--- src/rtl/dmem_arbiter.sv ---
// Two-port arbiter/sequencer for the shared single-port data memory (CPU port 0, debug port 1).
// Define DMEM_ARB_FIXED_PRIO_EN to give port 0 every tie; otherwise ties alternate round-robin.
module dmem_arbiter #(
    parameter int unsigned ADDR_W = 8,
    parameter int unsigned DATA_W = 32
) (
    input  logic              clk,
    input  logic              rst_n,
    input  logic              req0,
    input  logic              we0,
    input  logic [31:0]       addr0,
    input  logic [DATA_W-1:0] wdata0,
    input  logic              req1,
    input  logic              we1,
    input  logic [31:0]       addr1,
    input  logic [DATA_W-1:0] wdata1,
    output logic              ack0,
    output logic              ack1,
    output logic [DATA_W-1:0] rdata,
    output logic              cpu_stall,
    output logic              mem_en,
    output logic              mem_we,
    output logic [ADDR_W-1:0] mem_addr,
    output logic [DATA_W-1:0] mem_wdata,
    input  logic [DATA_W-1:0] mem_rdata
);

    localparam int unsigned REQ_ADDR_W = 32;
    localparam int unsigned STATE_W    = 2;

    localparam logic [STATE_W-1:0] ST_IDLE  = 2'd0;
    localparam logic [STATE_W-1:0] ST_ISSUE = 2'd1;
    localparam logic [STATE_W-1:0] ST_DONE  = 2'd2;

    logic [STATE_W-1:0] state_q, state_d;
    logic               id_q, id_d;
    logic               we_q, we_d;
    logic               mem_en_q, mem_en_d;
    logic               mem_we_q, mem_we_d;
    logic [ADDR_W-1:0]  mem_addr_q, mem_addr_d;
    logic [DATA_W-1:0]  mem_wdata_q, mem_wdata_d;
    logic               win_c;
    logic               in_done_c;
    logic               unused_addr_c;

`ifndef DMEM_ARB_FIXED_PRIO_EN
    logic               last_q, last_d;
`endif

    // Upper request address bits are don't-care: the memory only has 2**ADDR_W words.
    assign unused_addr_c = ^{addr0[REQ_ADDR_W-1:ADDR_W], addr1[REQ_ADDR_W-1:ADDR_W]};

    // Winner select: 0 = CPU port, 1 = debug port.
    always_comb begin
`ifdef DMEM_ARB_FIXED_PRIO_EN
        win_c = ~req0;
`else
        win_c = (req0 & req1) ? ~last_q : ~req0;
`endif
    end

    // Next-state and registered-output logic.
    always_comb begin
        state_d     = state_q;
        id_d        = id_q;
        we_d        = we_q;
        mem_en_d    = 1'b0;
        mem_we_d    = 1'b0;
        mem_addr_d  = mem_addr_q;
        mem_wdata_d = mem_wdata_q;
`ifndef DMEM_ARB_FIXED_PRIO_EN
        last_d      = last_q;
`endif
        case (state_q)
            ST_IDLE: begin
                if (req0 | req1) begin
                    state_d     = ST_ISSUE;
                    id_d        = win_c;
                    we_d        = win_c ? we1 : we0;
                    mem_en_d    = 1'b1;
                    mem_we_d    = win_c ? we1 : we0;
                    mem_addr_d  = win_c ? addr1[ADDR_W-1:0] : addr0[ADDR_W-1:0];
                    mem_wdata_d = win_c ? wdata1 : wdata0;
                end
            end
            ST_ISSUE: begin
                state_d = ST_DONE;
            end
            ST_DONE: begin
                state_d = ST_IDLE;
`ifndef DMEM_ARB_FIXED_PRIO_EN
                last_d  = id_q;
`endif
            end
            default: begin
                state_d = ST_IDLE;
            end
        endcase
    end

    always_ff @(posedge clk or negedge rst_n) begin
        if (!rst_n) begin
            state_q     <= ST_IDLE;
            id_q        <= 1'b0;
            we_q        <= 1'b0;
            mem_en_q    <= 1'b0;
            mem_we_q    <= 1'b0;
            mem_addr_q  <= '0;
            mem_wdata_q <= '0;
        end else begin
            state_q     <= state_d;
            id_q        <= id_d;
            we_q        <= we_d;
            mem_en_q    <= mem_en_d;
            mem_we_q    <= mem_we_d;
            mem_addr_q  <= mem_addr_d;
            mem_wdata_q <= mem_wdata_d;
        end
    end

`ifndef DMEM_ARB_FIXED_PRIO_EN
    // Pointer starts at port 1 so the first tie after reset goes to the CPU.
    always_ff @(posedge clk or negedge rst_n) begin
        if (!rst_n) begin
            last_q <= 1'b1;
        end else begin
            last_q <= last_d;
        end
    end
`endif

    assign in_done_c = (state_q == ST_DONE);
    assign ack0      = in_done_c & ~id_q;
    assign ack1      = in_done_c & id_q;
    assign rdata     = (in_done_c & ~we_q) ? mem_rdata : '0;
    assign cpu_stall = req0 & ~ack0;

    assign mem_en    = mem_en_q;
    assign mem_we    = mem_we_q;
    assign mem_addr  = mem_addr_q;
    assign mem_wdata = mem_wdata_q;

endmodule

--- config.mk ---
export PLATFORM = sky130hd
export DESIGN_NAME = dmem_arbiter
export DESIGN_NICKNAME = d
export VERILOG_FILES = /design/src/rtl/dmem_arbiter.sv
export SDC_FILE = /design/constraint.sdc
export NUM_CORES = 1
export LEC_CHECK = 0
export ABC_AREA = 1
export BUFFER_PORTS_ARGS = -buffer_cell sky130_fd_sc_hd__buf_2
export CORE_ASPECT_RATIO = 1.75
export CORE_MARGIN = 4
export CORE_UTILIZATION = 35
export CTS_CLUSTER_SIZE = 12
export DETAILED_ROUTE_END_ITERATION = 12
export HOLD_SLACK_MARGIN = 0.15
export PLACE_DENSITY = 0.85
export SYNTH_ARGS = -nofsm -noshare
export SYNTH_HDL_FRONTEND = slang
export SYNTH_SLANG_ARGS = --single-unit
--- constraint.sdc ---
create_clock -name clk -period 3.76 [get_ports clk]
set_input_delay 0.564 -clock clk [delete_from_list [all_inputs] [get_ports clk]]
set_output_delay 0.564 -clock clk [all_outputs]
set_load 0.02 [all_outputs]
==> results of run 1 <==
[power breakdown]
part / switching (W) / internal (W)
Combinational: 0.00101 / 0.000458
Sequential: 0.000129 / 0.000765
Clock: 0.000181 / 0.000243
[layout by cell type, fill, tap and decap left out]
cell	count
nand2_2	2
inv_2	1
buf_4	3
clkinv_2	3
nor2_2	9
inv_1	120
nor2_1	26
nor2_8	1
buf_2	194
nand2_1	126
o21ai_0	2
dfrtp_1	46
dfstp_2	1
clkbuf_16	5
or2_1	1
nor2_4	2
a21oi_1	1
nand3_1	82
[per-stage QoR]
step / setup slack (ns) / hold WS [ns] / power [W] / utilization
2_1_floorplan: 1.96 / 0.268 / 0.00194 / -
3_3_place_gp: 1.24 / 0.456 / 0.00235 / 0.477
3_5_place_dp: 1.23 / 0.460 / 0.00239 / 0.477
4_1_cts: 1.31 / 0.473 / 0.00283 / 0.495
5_1_grt: 1.16 / 0.493 / 0.00300 / 0.495
6_report: 1.34 / 0.471 / 0.00279 / 0.495
[layout make-up]
cell class	instances	area (µm²)
Clock buffer	5	125
Clock inverter	3	15.0
Fill cell	872	4080
Inverter	121	454
Multi-Input combinational cell	252	1110
Sequential cell	47	1180
Tap cell	90	113
Timing Repair Buffer	197	993
[path summary, 6_finish.rpt]
path	from	end	slack (ns)	cells after the start
setup / recovery	state_q[1]	rdata[20]	1.34	5
hold / removal	rst_n	mem_wdata[13]	0.47	1
setup reg to reg	state_q[0]	mem_wdata[0]	1.77	6
hold reg to reg	state_q[1]	state_q[1]	0.47	1
max in group asynchronous	rst_n	mem_wdata[3]	2.62	1
min in group clk	state_q[1]	state_q[1]	0.47	1
[registers in the layout, indices dropped and copies added, names as in the netlist]
signal and cells:
mem_we 1, mem_wdata 32, id_q 1, last_q 1, mem_addr 8, mem_en 1, we_q 1, state_q 2
[kinds of logic after synthesis]
logic type             count (synthesis)  synth area share
AND/OR/NAND/NOR                      249             0.375
flip-flops                            47             0.402
buffers and inverters                146             0.219
AO/OA/AOI/OAI                          3           0.00512
[worst max-delay path, cell delays in order, from the launching register on]
cell and delay (ns):
dfrtp_1 0.40, nand2_2 0.12, or2_1 0.49, buf_4 0.34, nor2_1 0.07, buf_2 0.16
[metal layers]
metal  track usage  up-vias  part of all wire
met1         0.166     1472              0.35
met5             0        -                 0
met3        0.0529        7             0.091
met4        0.0440        0            0.0093
met2         0.370      148              0.55
li1              -     1641                 -
==> impl_results.md, run 1 <==
* Data required time at the worst endpoint at 3.20 ns
* Clk Tree Root Cell: clkbuf_16
* Total CTS buffers at 5
* Top-level I/O count at 243
* Gr ovfl total at 0
* DP HPWL at 6770 µm
* Post-layout nets at 790
* CTS resizes at 0
* Pins Over Slew Limit at 0
* Fraction of layout instances using a drive strength above 1 at 0.354
* Number of warnings printed during yosys synthesis at 0
* Maximum number of buffers from clock root to sink at 2
* Std cell rows at 43
* Pin count of the biggest net entering global routing at 48
* Drt first-iter violations at 128
* Fin Setup TNS at 0 ns
* Number of buffers added for setup after CTS at 0
* PD cells at 698 nW/µm²
* Worst min path class: in2async
* Net count after synthesis at 611
* Placed inst area at 3850 µm²
* Post-synthesis instance area at 2930 µm²
* Cell type contributing the most total cell area after synthesis: dfrtp_1
* DR vias/cell at 4.57
* Maximum net fanout on the critical path at 19
* H-tree Lvls at 2
* Clock-pin slew reported for the worst setup and hold paths after clock tree synthesis at 0.06 ns
* LEAKAGE at 2.75 nW
* Placed Instances at 707
* Final setup violating endpoints at 0
* Most used DFF post-synth: dfrtp_1
* Number of register bits inferred by synthesis at 47
* Slew @ Worst Pin at 1.07 ns
* Outcome: finished clean
* EDFF count, synth at 0
* Post-synth top area share at 0.393
* Post-route antenna net violation count at 0
* Total Wirelength at 9100 µm
* Vias in the first global route at 3,131
* Global placement routability congestion at 0.787
* Period utilisation layout at 0.644
* Fraction of registers with async set/reset at 1.00
* Global-route wire length before repair at 14,300 µm
* Number of hold-slack violations in the final timing report at 0
* Area growth from synthesis to layout at 36.2%
* Post-Layout Cell Count at 715
* Via Count at 3,268
* Final standard cell area without fillers at 3990 µm²
* Port bufs at 194
* Area of the die at 9960 µm²
* Number of buffers inserted for hold repair after clock tree synthesis at 0
* Antenna violations before repair at 0
* Area of the core region at 8070 µm²
* Ranking of synthesized cells by area: dfrtp_1, nand2_1, inv_1
* Sort of element at the end of the critical path: output pin
* Startpoint class of the critical path: flop
* Worst slew slack as a fraction of its limit at 0.289
* Unrepaired setup endpoints after global routing: false
* Peak supply drop at 0.324 mV
* Clk_skew at 0.00299 ns
* Aggregate global-route resource usage at 0.179
* Type of the setup path with the least slack: reg2out
* Synth top cells by count: nand2_1, inv_1, nand3_1, dfrtp_1, nor2_1
* Arrival time worst endpoint at 1.86 ns
* DR pass1 iterations at 4
* Height of the die at 129 µm
* Share of the yosys chip area belonging to registers at 0.402
* Clock sinks at 47
* Synth unique cells at 18
* DRC errors left at 0
* Syn_area_per_cell at 6.59 µm²
* Most frequent cell after synthesis: nand2_1
* Clock insertion delay at the later pin of the skew report at 0.28 ns
* Shortest clock period the worst path allows after layout at 2.42 ns
* Horiz. Die Dim at 77.2 µm
* Maximum clock frequency at 0.413 GHz
* TritonCTS clock tree: done
* Wire per inst at 12.7 µm
* Starting utilization of the core area at 0.363
* Antenna diodes at 0
* Max-capacitance violation count at 0
* Gate count after technology mapping at 445
Note: power is estimated with default switching activity, not from simulation.
==> inputs of run 2 (changes only) <==
==> constraint.sdc (replaced) <==
create_clock -name clk -period 2.3 [get_ports clk]
set_input_delay 0.345 -clock clk [delete_from_list [all_inputs] [get_ports clk]]
set_output_delay 0.345 -clock clk [all_outputs]
set_load 0.02 [all_outputs]
==> run 2 against run 1 <==
Sequential power up 64%. Final cell count up 0.70%. Setup slack worse by 1.2 ns. Die area unchanged. Total power is 64% higher.
==> impl_results.md, run 2 (synthesis results as in run 1) <==
* H-tree Lvls at 2 (unchanged)
* Wire per inst at 12.6 µm (-1.2%)
* Max-capacitance violation count at 0 (unchanged)
* Sequential cell fraction of total power at 0.320 (about the same)
* Clk Tree Root Cell: clkbuf_16
* Area of the core region at 8070 µm² (unchanged)
* DR pass1 iterations at 4 (unchanged)
* Pin count of the biggest net entering global routing at 43 (-10%)
* Drt first-iter violations at 161 (+26%)
* Global placement routability congestion at 0.771 (-2.0%)
* Post-Layout Cell Count at 720 (+0.70%)
* Area of the die at 9960 µm² (unchanged)
* Slew @ Worst Pin at 0.699 ns (-0.369 ns)
* DP HPWL at 7030 µm (+3.7%)
* Horiz. Die Dim at 77.2 µm (unchanged)
* Height of the die at 129 µm (unchanged)
* CTS resizes at 0 (unchanged)
* Maximum number of buffers from clock root to sink at 2 (unchanged)
* Clock insertion delay at the later pin of the skew report at 0.28 ns (about the same)
* Sort of element at the end of the critical path: output pin
* Unrepaired setup endpoints after global routing: false
* Total CTS buffers at 5 (unchanged)
* TritonCTS clock tree: done
* LEAKAGE at 2.78 nW (+1.0%)
* Met3 Resource Use GR at 0.0570 (+0.00417)
* Placed Instances at 711 (+0.57%)
* Clk_skew at 0.00632 ns (+0.00332 ns)
* Number of hold-slack violations in the final timing report at 0 (unchanged)
* Clock-pin slew reported for the worst setup and hold paths after clock tree synthesis at 0.06 ns (about the same)
* Total net switching power at 0.00216 W (+64%)
* Worst setup margin at 0.168 ns (-1.17 ns)
* Antenna diodes at 0 (unchanged)
* Worst min path class: in2reg
* Post-route antenna net violation count at 0 (unchanged)
* GRT busiest layer: met2
* Global-route wire length before repair at 14,400 µm (+0.58%)
* Antenna violations before repair at 0 (unchanged)
* PD cells at 1130 nW/µm² (+62%)
* Shortest clock period the worst path allows after layout at 2.13 ns
* Outcome: finished clean
* Worst slew slack as a fraction of its limit at 0.534 (+0.245)
* Sw Ratio at 0.472 (-0.00194)
* Number of flip-flops in the largest register at 32 (unchanged)
* Gr ovfl total at 0 (unchanged)
* Maximum net fanout on the critical path at 19 (unchanged)
* Post-layout nets at 795 (+0.63%)
* Most common library cell in the layout ignoring fill and taps: buf_2
* Startpoint class of the critical path: flop
* Clock power frac at 0.151 (about the same)
* Aggregate global-route resource usage at 0.180 (+0.000801)
* Via Count at 3,246 (-0.67%)
* Number of buffers added for setup after CTS at 0 (unchanged)
* Post-placement worst setup slack at 0.460 ns (-0.770 ns)
* Most frequent cells in the layout: buf_2, nand2_1, inv_1
* DRC errors left at 0 (unchanged)
* Overall power of the completed layout at 0.00458 W (+64%)
* Post-layout util at 0.501 (+0.00651)
* Fin Setup TNS at 0 ns (unchanged)
* M2 GR Usage at 0.347 (-0.0224)
* Area growth from synthesis to layout at 37.9%
* Peak supply drop at 0.750 mV (+130%)
* Vias in the first global route at 3,019 (-3.6%)
* DR vias/cell at 4.51 (-1.4%)
* Period utilisation layout at 0.927
* Final setup violating endpoints at 0 (unchanged)
* Global Route met1 Usage at 0.178 (+0.0117)
* Arrival time worst endpoint at 1.79 ns (-0.07 ns)
* Number of buffers inserted for hold repair after clock tree synthesis at 1 (+1)
* Fill cell instance count of the final layout at 811 (-7.0%)
* Combinational fraction of design power at 0.529 (+0.002)
* Pins Over Slew Limit at 0 (unchanged)
* Fraction of layout instances using a drive strength above 1 at 0.357 (+0.00354)
* Total Wirelength at 9060 µm (-0.52%)
* Starting utilization of the core area at 0.363 (unchanged)
* Type of the setup path with the least slack: reg2out
* Top-level I/O count at 243 (unchanged)
* Port bufs at 194 (unchanged)
* Maximum clock frequency at 0.469 GHz
* Internal power at 0.00242 W (+65%)
* Std cell rows at 43 (unchanged)
* Clock sinks at 47 (unchanged)
* Data required time at the worst endpoint at 1.96 ns (-1.24 ns)
==> run 2: cell types whose count changed in the layout (fill, tap and decap cells not counted), sizes merged <==
cell         change
buf              +4
dlygate4sd3      +1
==> run 2: routing by layer <==
metal / routed length [µm] / share of wire
met1: 3180 / 0.35
met3: 856 / 0.095
met5: 0 / 0
met2: 4850 / 0.54
met4: 163 / 0.018
==> run 2: power groups by stage <==
stage | logic, W | clock network, W | registers, W
floorplan | 0.00126 | 0 | 0.00192
global placement | 0.00241 | 0 | 0.00146
detailed placement | 0.00247 | 0 | 0.00147
CTS | 0.00246 | 0.000721 | 0.00147
global route | 0.00269 | 0.000747 | 0.00152
finish | 0.00242 | 0.000689 | 0.00147
==> run 2: path summary, 6_finish.rpt <==
check                      startpoint             to  slack (ns)  cells after the start
min reg2reg                state_q[1]     state_q[1]        0.47                      1
min                        wdata1[13]  mem_wdata[13]        0.35                      5
max                        state_q[0]      rdata[15]        0.17                      6
max reg2reg                    last_q           we_q        0.78                      8
min in group asynchronous       rst_n  mem_wdata[13]        0.58                      2
max in group asynchronous       rst_n         last_q        1.13                      3
==> run 2: worst max-delay path: stages (launching register included) <==
cell	delay (ns)
dfrtp_1	0.36
inv_1	0.10
nand2_2	0.09
or2_1	0.38
buf_4	0.29
nor2_1	0.11
buf_2	0.18
==> run 2: per-stage QoR <==
stage / cell area, µm² / hold WS [ns]
detailed placement: 3890 / 0.357
global placement: 3890 / 0.346
global route: 4040 / 0.360
finish: 4040 / 0.350
CTS: 4040 / 0.342
floorplan: 2930 / 0.0494
==> run 2: final cells by class <==
cell class | count | area (µm²) | area share
flip-flops and latches | 47 | 1180 | 0.291
clock buffers | 5 | 125 | 0.0309
clock inverters | 3 | 15.0 | 0.00371
repair buffers | 202 | 1050 | 0.259
multi-input cells | 252 | 1110 | 0.275
inverters | 121 | 454 | 0.112
well taps | 90 | 113 | 0.0278
